==> src/rtl/mesh_link_qbuf.sv <==
`timescale 1ns/1ps
// mesh_link_qbuf: one buffered, directional hop between neighbouring mesh
// nodes. Packets are split into two class FIFOs by their QoS bit. A
// starvation-limited arbiter drains them into a single registered output
// stage with valid/ready handshake. When the link goes down, input is
// refused. Optionally, the FIFOs are flushed and the discarded packets are
// counted.
//
// Ports:
//   clk, rst_n       clock, asynchronous active-low reset
//   link_en          link up when 1
//   in_vld/in_pkt    upstream packet; in_rdy = may transfer this cycle
//   out_vld/out_pkt  registered downstream packet; out_rdy = accepted
//   occ_hi/occ_lo    per-class FIFO occupancy
//   drop_cnt         saturating count of packets discarded by flushes
module mesh_link_qbuf #(
  parameter int PKT_W         = 23,
  parameter int QOS_BIT       = 20,
  parameter int DEPTH         = 4,
  parameter int STARVE_MAX    = 8,
  parameter int FLUSH_ON_DOWN = 1,
  parameter int CNT_W         = 16
) (
  input  logic                       clk,
  input  logic                       rst_n,
  input  logic                       link_en,
  input  logic                       in_vld,
  input  logic [PKT_W-1:0]           in_pkt,
  output logic                       in_rdy,
  output logic                       out_vld,
  output logic [PKT_W-1:0]           out_pkt,
  input  logic                       out_rdy,
  output logic [$clog2(DEPTH+1)-1:0] occ_hi,
  output logic [$clog2(DEPTH+1)-1:0] occ_lo,
  output logic [CNT_W-1:0]           drop_cnt
);

  localparam int OCC_W = $clog2(DEPTH + 1);
  localparam int PTR_W = $clog2(DEPTH);
  localparam int ADD_W = OCC_W + 1;
  localparam int SUM_W = ((CNT_W > ADD_W) ? CNT_W : ADD_W) + 1;
  localparam logic [OCC_W-1:0] FULL_CNT   = OCC_W'(DEPTH);
  localparam logic [PTR_W-1:0] LAST_PTR   = PTR_W'(DEPTH - 1);
  localparam logic [7:0]       STARVE_LIM = 8'(STARVE_MAX);
  localparam logic [CNT_W-1:0] CNT_MAX    = '1;

  logic [PKT_W-1:0] hi_mem_q [DEPTH];
  logic [PKT_W-1:0] lo_mem_q [DEPTH];
  logic [PTR_W-1:0] hi_wr_q, hi_wr_d, hi_rd_q, hi_rd_d;
  logic [PTR_W-1:0] lo_wr_q, lo_wr_d, lo_rd_q, lo_rd_d;
  logic [OCC_W-1:0] hi_cnt_q, hi_cnt_d, lo_cnt_q, lo_cnt_d;
  logic             out_vld_q, out_vld_d;
  logic [PKT_W-1:0] out_pkt_q, out_pkt_d;
  logic [7:0]       starve_q, starve_d;
  logic [CNT_W-1:0] drop_q, drop_d;
  logic             link_q;

  logic             cls, hi_ne, lo_ne, push, out_free, bypass;
  logic             wr_hi, wr_lo, grant_lo, pop_hi, pop_lo, flush;
  logic [ADD_W-1:0] drop_add;
  logic [SUM_W-1:0] drop_sum;

  // Pointer advance with explicit wrap so non-power-of-two depths work.
  function automatic logic [PTR_W-1:0] ptr_inc(input logic [PTR_W-1:0] p);
    return (p == LAST_PTR) ? '0 : p + 1'b1;
  endfunction

  always_comb begin
    cls      = in_pkt[QOS_BIT];
    hi_ne    = (hi_cnt_q != '0);
    lo_ne    = (lo_cnt_q != '0);
    // Readiness uses pre-pop fullness of the addressed class.
    in_rdy   = link_en && (cls ? (hi_cnt_q != FULL_CNT) : (lo_cnt_q != FULL_CNT));
    push     = in_vld && in_rdy;
    out_free = !out_vld_q || out_rdy;
    // With both FIFOs empty, an incoming packet goes straight to the output
    // register, which gives one-cycle latency through an idle link.
    bypass   = push && out_free && !hi_ne && !lo_ne;
    wr_hi    = push && cls && !bypass;
    wr_lo    = push && !cls && !bypass;
    grant_lo = lo_ne && (!hi_ne || (starve_q == STARVE_LIM));
    pop_lo   = out_free && grant_lo;
    pop_hi   = out_free && hi_ne && !grant_lo;
    flush    = (FLUSH_ON_DOWN != 0) && link_q && !link_en;

    hi_wr_d  = wr_hi  ? ptr_inc(hi_wr_q) : hi_wr_q;
    hi_rd_d  = pop_hi ? ptr_inc(hi_rd_q) : hi_rd_q;
    lo_wr_d  = wr_lo  ? ptr_inc(lo_wr_q) : lo_wr_q;
    lo_rd_d  = pop_lo ? ptr_inc(lo_rd_q) : lo_rd_q;
    hi_cnt_d = hi_cnt_q + OCC_W'(wr_hi) - OCC_W'(pop_hi);
    lo_cnt_d = lo_cnt_q + OCC_W'(wr_lo) - OCC_W'(pop_lo);

    // A packet popped in the detection cycle is delivered, not dropped.
    drop_add = ADD_W'(hi_cnt_q) + ADD_W'(lo_cnt_q) - ADD_W'(pop_hi) - ADD_W'(pop_lo);
    drop_sum = SUM_W'(drop_q) + SUM_W'(drop_add);
    drop_d   = drop_q;
    if (flush) begin
      hi_wr_d  = '0;
      hi_rd_d  = '0;
      hi_cnt_d = '0;
      lo_wr_d  = '0;
      lo_rd_d  = '0;
      lo_cnt_d = '0;
      drop_d   = (drop_sum > SUM_W'(CNT_MAX)) ? CNT_MAX : drop_sum[CNT_W-1:0];
    end

    starve_d = starve_q;
    if (!lo_ne || pop_lo) begin
      starve_d = '0;
    end else if (pop_hi && (starve_q != STARVE_LIM)) begin
      starve_d = starve_q + 8'd1;
    end

    out_vld_d = out_vld_q;
    out_pkt_d = out_pkt_q;
    if (bypass) begin
      out_vld_d = 1'b1;
      out_pkt_d = in_pkt;
    end else if (pop_lo) begin
      out_vld_d = 1'b1;
      out_pkt_d = lo_mem_q[lo_rd_q];
    end else if (pop_hi) begin
      out_vld_d = 1'b1;
      out_pkt_d = hi_mem_q[hi_rd_q];
    end else if (out_rdy) begin
      out_vld_d = 1'b0;
    end
  end

  // Storage needs no reset; occupancy counters define validity.
  always_ff @(posedge clk) begin
    if (wr_hi) hi_mem_q[hi_wr_q] <= in_pkt;
    if (wr_lo) lo_mem_q[lo_wr_q] <= in_pkt;
  end

  always_ff @(posedge clk or negedge rst_n) begin
    if (!rst_n) begin
      hi_wr_q   <= '0;
      hi_rd_q   <= '0;
      hi_cnt_q  <= '0;
      lo_wr_q   <= '0;
      lo_rd_q   <= '0;
      lo_cnt_q  <= '0;
      out_vld_q <= 1'b0;
      out_pkt_q <= '0;
      starve_q  <= '0;
      drop_q    <= '0;
      link_q    <= 1'b0;
    end else begin
      hi_wr_q   <= hi_wr_d;
      hi_rd_q   <= hi_rd_d;
      hi_cnt_q  <= hi_cnt_d;
      lo_wr_q   <= lo_wr_d;
      lo_rd_q   <= lo_rd_d;
      lo_cnt_q  <= lo_cnt_d;
      out_vld_q <= out_vld_d;
      out_pkt_q <= out_pkt_d;
      starve_q  <= starve_d;
      drop_q    <= drop_d;
      link_q    <= link_en;
    end
  end

  assign out_vld  = out_vld_q;
  assign out_pkt  = out_pkt_q;
  assign occ_hi   = hi_cnt_q;
  assign occ_lo   = lo_cnt_q;
  assign drop_cnt = drop_q;

endmodule

==> config.mk <==
export PLATFORM = sky130hd
export DESIGN_NAME = mesh_link_qbuf
export DESIGN_NICKNAME = d
export VERILOG_FILES = /design/src/rtl/mesh_link_qbuf.sv
export SDC_FILE = /design/constraint.sdc
export NUM_CORES = 1
export LEC_CHECK = 0
export CELL_PAD_IN_SITES_DETAIL_PLACEMENT = 1
export CELL_PAD_IN_SITES_GLOBAL_PLACEMENT = 1
export CORE_AREA = 2 2 142 144
export CTS_CLUSTER_DIAMETER = 30
export CTS_CLUSTER_SIZE = 25
export DETAILED_ROUTE_END_ITERATION = 7
export DIE_AREA = 0 0 144 146
export HOLD_SLACK_MARGIN = 0.03
export PLACE_DENSITY_LB_ADDON = 0.1
export SYNTH_ARGS = -nofsm -noshare
export SYNTH_HDL_FRONTEND = slang
export SYNTH_SLANG_ARGS = --single-unit
==> constraint.sdc <==
create_clock -name clk -period 9.5 [get_ports clk]
set_input_delay 1.9 -clock clk [delete_from_list [all_inputs] [get_ports clk]]
set_output_delay 1.9 -clock clk [all_outputs]
set_load 0.05 [all_outputs]
Yosys cells after proc, flatten, opt, wreduce, memory -nomap -nowiden
Memories as Yosys holds them, arrays and structs flattened.
Index checks and enable logic that the tools add are counted.
{"block": "totals", "memories": 2, "ramBits": 184, "ff_bits": 63, "in_bits": 28, "word_cells": 98, "output_inout_bits": 47}
{"block": "op_classes", "reduce_logical": 34, "muxes": 29, "add_sub_neg": 13, "n_lt_le_gt_ge": 1, "eq_ne": 8}
{"memory": "hi_mem_q", "depth": 4, "word_bits": 23, "read_ports": 1, "rd_ports_with_merged_regs": 0, "write_ports": 1, "line": "47", "text": "logic [PKT_W-1:0] hi_mem_q [DEPTH];"}
{"memory": "lo_mem_q", "depth": 4, "word_bits": 23, "read_ports": 1, "rd_ports_with_merged_regs": 0, "write_ports": 1, "line": "48", "text": "logic [PKT_W-1:0] lo_mem_q [DEPTH];"}
{"op": "$mux 23", "count": 3}
{"op": "$mux 2", "count": 12}
{"op": "$add 16x4->17", "count": 1}
{"op": "$gt 17x16->1 const B", "count": 1}
{"op": "$mux 16", "count": 1}
{"op": "$mux 8", "count": 2}
{"op": "$logic_and 1x1->1", "count": 15}
{"op": "$reduce_bool 2->1", "count": 5}
{"op": "$mux 1", "count": 9}
{"op": "$reduce_bool 3->1", "count": 3}
{"op": "$add 2x1->2 const B", "count": 4}
{"op": "$add 8x1->8 const B", "count": 1}
{"op": "$eq 2x2->1 const B", "count": 4}
{"op": "$eq 8x4->1 const B", "count": 1}
{"op": "$ne 8x4->1 const B", "count": 1}
{"op": "$sub 4x1->4", "count": 2}
{"op": "$logic_not 1->1", "count": 7}
{"op": "$add 3x1->3", "count": 2}
{"op": "$mux 3", "count": 2}
{"op": "$ne 3x3->1 const B", "count": 2}
{"op": "$sub 3x1->3", "count": 2}
{"op": "$add 3x3->4", "count": 1}
{"op": "$reduce_bool 4->1", "count": 1}
{"op": "$logic_or 1x1->1", "count": 3}

Longest topological paths before layout
{"block": "logic_depth", "ltp_word": 12, "depth_mapped": 18}

Least setup slack after synthesis
OpenSTA, ideal clock, no wires.
{"block": "synth_path", "kind": "input-to-reg", "from": "in out_rdy", "to": "reg drop_q[12] (netlist: drop_cnt[12])", "path_buffers": 2, "cell_stages": 17, "arrival_time_ns": 5.690, "required_time_ns": 9.375, "setup_time_ns": 0.125, "path_slack_ns": 3.686, "cell_sequence": "nor2b_1 -> clkbuf_1 -> nor2_1 -> clkbuf_1 -> ha_1 -> inv_1 -> fa_1 -> inv_1 -> ha_1 -> fa_1 -> inv_1 -> fa_1 -> nor2b_1 -> o21ai_0 -> a21oi_1 -> nand3_1 -> mux2_2"}
{"block": "synth_between", "elab_chain_cells": 8, "word_cells_on_any_way": 9, "classes_between": "add/sub (3); order compare (1); mux (1); reduce/logical (4)"}
{"item": "start, declared", "line": "32", "text": "input logic out_rdy,"}
{"item": "$logic_or 1x1->1 (*)", "line": "75", "text": "out_free = !out_vld_q || out_rdy;"}
{"item": "$logic_and 1x1->1 (2 in series)", "line": "83", "text": "pop_hi = out_free && hi_ne && !grant_lo;"}
{"item": "$sub 4x1->4", "line": "94", "text": "drop_add = ADD_W'(hi_cnt_q) + ADD_W'(lo_cnt_q) - ADD_W'(pop_hi) - ADD_W'(pop_lo);"}
{"item": "$sub 4x1->4 (*)", "line": "94"}
{"item": "$add 16x4->17 (*)", "line": "95", "text": "drop_sum = SUM_W'(drop_q) + SUM_W'(drop_add);"}
{"item": "$gt 17x16->1", "line": "104", "text": "drop_d = (drop_sum > SUM_W'(CNT_MAX)) ? CNT_MAX : drop_sum[CNT_W-1:0];"}
{"item": "$mux 16 (*)", "line": "104"}
{"item": "end signal, assigned", "line": "159", "text": "drop_q <= drop_d;"}
{"item": "end, declared", "line": "55", "text": "logic [CNT_W-1:0] drop_q, drop_d;"}
Mark *: on every way between the ends. The rest lies on a longest branch, timed or not.
A chain may end at the register's enable or synchronous reset.

Final worst setup path
{"block": "layout_path", "from": "in out_rdy", "to": "reg drop_q[7] (netlist: drop_cnt[7])"}
Same word-level chain as after synthesis.

==> flow_summary.yaml <==
critical_path:
  cp_slowest_stage_delay_ns: 0.70
  critPathArrivalTime_ns: 7.18
  worst-setup-path-type: "in -> reg"
  cp_slowest_cell: "a21oi_1"
  r2r_setup_slack_ns: 3.76
  r2r_start: "occ_lo[1]"
  crit_start: "out_rdy"
  worst_setup_path_end_kind: "flip-flop"
  required_ns: 9.96
  r2r_cells: 17
  cp_cell_sequence: "clkdlybuf4s50_1 > nor2b_1 > nor2_2 > buf_4 > ha_1 > inv_1 > fa_1 > inv_1 > ha_1 > fa_1 > inv_1 > fa_1 > nor2b_1 > o21ai_0 > a21oi_1 > nand3_1 > nand3_1"
  critPathLaunchType: "primary input"
  worstPathMaxFanout: 22
  r2r-end: "drop_cnt[7]"
layout:
  area_growth_pct: 25.73
  n_antenna_cell: 0
  nets: 794
  drive_gt1_share_pct: 19.33
  final_cells: 1041
  final_core_util_pct: 67.57
detailed_routing:
  met2_length_microns: 13300
  wl_met1_microns: 10740
  drt_first_pass_iters: 5
  postRouteWirelength_microns: 26140
  routed-wl-met3_microns: 1477
  dr.first_iter.drc_count: 315
  drc: 0
  top_layer: "met4"
  wl_per_cell_microns: 25.11
  vias_per_cell: 5.929
  vias: 6172
  drtAntennaViolNets: 0
synth:
  ys_types: 48
  syn_avg_cell_area_sq_um: 16.49
  syn_nets: 689
  syn_inst: 630
  synthFlopType: "edfxtp_1"
  synth_top_cell_by_area: "edfxtp_1"
  ys_seq_area_share_pct: 68.35
  syn_area_sq_mm: 0.01039
  yosys_warnings: 0
  netlist_top_cells_area: "edfxtp_1 53%, dfrtp_1 15%, mux4_2 10%, ha_1 3.1%, mux2i_1 2.9%"
  synth_edf_count: 184
  ys_ff_latch: 247
  synthArstFlopShare_pct: 25.51
  synth_top_area_share_pct: 53.18
floorplanning:
  die_area_sq_mm: 0.02102
  rows: 51
  core_area_sq_mm: 0.01933
  initial_core_util_pct: 53.74
  die_w_microns: 144
  die-height_microns: 146
  ios: 75
pwr:
  p_leak_uw: 0.004884
  power_density_mw_per_mm2: 354.4
  irDropWorstVdd_uv: 212.0
cts:
  post_cts_buffers: 0
  clkLatencyLatePin_ns: 0.56
  htree_levels: 2
  clock_sink_count: 247
  tritoncts: "done"
  clockBufferDepth: 3
  numCtsBuffers: 50
  hold_buffers: 0
  cts_resized: 0
  cts-root-buf: "clkbuf_16"
  clk_pin_slew_ns: 0.04
hold_path:
  hold_end: "out_pkt[15]"
  hold_path.class: "reg -> reg"
  min_path_cells: 2
  hp-start: "out_pkt[15]"
timing:
  finClkSkew_ns: 0.02780
  slew_viol_final: 0
  relSlewSlack_pct: 32.78
  worst_pin_slew_ns: 1.002
  hold_violations: 0
  fin_crit_ns: 6.715
  final-setup-viol-count: 0
  holdWs_ns: 0.5321
  fmax_mhz: 148.9
  rsz0062_at_grt: "false"
  tns_ns: 0
  period_share_pct: 70.69
outcome:
  status: "finished clean"
grt:
  grt_overflow: 0
  grt_use_total_pct: 26.25
  grt_pass1_vias: 7052
  grt_pass1_wl_microns: 40980
  grt_max_degree: 64
  antenna_found_initial: 0
place:
  dp_hpwl_microns: 13990
  place.gp.congestion: 0.7399
  io_buffer_count: 74
  dp_cells: 948
run:
  max_cap_viol_count: 0
==> cells by family (layout without fill, tap and decap cells) <==
family / after synthesis / in the layout / share of synthesized area, %
buffers and inverters: 63 / 209 / 2.517
AO/OA/AOI/OAI: 88 / 88 / 5.251
flip-flops: 247 / 247 / 68.35
XOR/XNOR: 13 / 13 / 1.096
multiplexers: 78 / 78 / 13.08
adder cells (fa/ha/maj): 31 / 31 / 4.094
AND/OR/NAND/NOR: 110 / 110 / 5.612
==> metrics by stage <==
| step | power [uW] | setup WS [ns] | cell area, sq um |
|---|---|---|---|
| 2_1_floorplan | 2438 | 3.686 | 10390 |
| 3_3_place_gp | 2835 | 2.547 | 11410 |
| 3_5_place_dp | 2900 | 2.362 | 11410 |
| 4_1_cts | 4666 | 2.826 | 13060 |
| 5_1_grt | 4841 | 2.425 | 13060 |
| 6_report | 4629 | 2.785 | 13060 |
==> layout by cell type, fill, tap and decap left out, types with 2 or more instances in the layout <==
cell	synthesis	final
nor3_1	5	5
nand2b_1	3	3
o22ai_1	21	21
clkinv_2	0	16
nor2_1	25	24
clkinv_1	0	6
o21ai_0	11	11
clkinv_16	0	2
xnor2_1	8	8
inv_1	34	34
mux2_2	2	2
a21o_1	5	5
a21oi_1	33	32
xor2_1	5	5
nor4_1	2	2
nor2b_1	10	10
dfrtp_1	63	63
or4_1	2	2
o221ai_1	2	2
o31ai_1	2	2
clkdlybuf4s50_1	0	73
bufinv_16	0	5
and3_1	2	2
a211oi_1	3	3
nand2_1	19	19
ha_1	26	26
o2111ai_1	2	2
clkbuf_1	19	10
a31oi_1	3	3
buf_4	0	8
or3_1	4	4
edfxtp_1	184	184
clkbuf_16	0	51
nand4_1	4	4
and2_1	10	2
fa_1	5	5
nand3_1	17	17
mux4_2	46	46
mux2i_1	30	30
and2_2	0	8
==> report_power, final <==
| group | switching [uW] | internal [uW] | total (uW) |
|---|---|---|---|
| clock network | 576 | 1120 | 1700 |
| registers | 135 | 1290 | 1420 |
| logic | 921 | 585 | 1510 |
| total | 1630 | 3000 | 4630 |
==> worst max path at each step <==
| stage | slack, ns | end | depth (start not counted) |
|---|---|---|---|
| after global routing | 2.42 | drop_cnt[11] | 17 |
| after CTS | 2.83 | drop_cnt[7] | 17 |
| after floorplan | 3.69 | drop_cnt[12] | 17 |
| after global placement | 2.55 | drop_cnt[4] | 17 |
| after detailed placement | 2.36 | drop_cnt[4] | 17 |
| final | 2.78 | drop_cnt[7] | 17 |
==> synthesized netlist by cell type (all sizes together), types with 9 or more instances <==
| cell type | count |
|---|---|
| o21ai | 11 |
| nor2b | 10 |
| mux2i | 30 |
| a21oi | 33 |
| and2 | 10 |
| nand3 | 18 |
| buf | 9 |
| edfxtp | 184 |
| inv | 34 |
| dfrtp | 63 |
| nor2 | 25 |
| clkbuf | 20 |
| o22ai | 21 |
| ha | 26 |
| nand2 | 19 |
| mux4 | 46 |
==> worst max-delay path, delay by kind of cell <==
kind | cells | cell delay [ns]
compound gates | 2 | 0.91
fa+ha+maj | 5 | 1.96
buf+inv | 5 | 0.87
simple gates | 5 | 1.53
==> layout make-up <==
class / instances / area, sq um
Inverter: 34 / 127.6
Clock buffer: 62 / 1328
Sequential cell: 247 / 7102
Tap cell: 265 / 331.6
Timing Repair Buffer: 82 / 795.8
Fill cell: 1703 / 6271
Clock inverter: 31 / 329.1
Multi-Input combinational cell: 320 / 3050
==> layer usage <==
metal	GRT usage, %	up-vias
met1	34.42	3234
met5	0	-
li1	-	2663
met2	43.81	220
met4	9.314	0
met3	5.298	55
==> state kept, by name, indices dropped and copies added, names as in the netlist <==
register and flops:
lo_rd_q 2, occ_hi 3, starve_q 8, hi_mem_q 92
out_pkt 23, lo_wr_q 2, out_vld 1, hi_wr_q 2
link_q 1, hi_rd_q 2, occ_lo 3, drop_cnt 16
lo_mem_q 92
No activity file was read; power rests on OpenSTA's default activity.
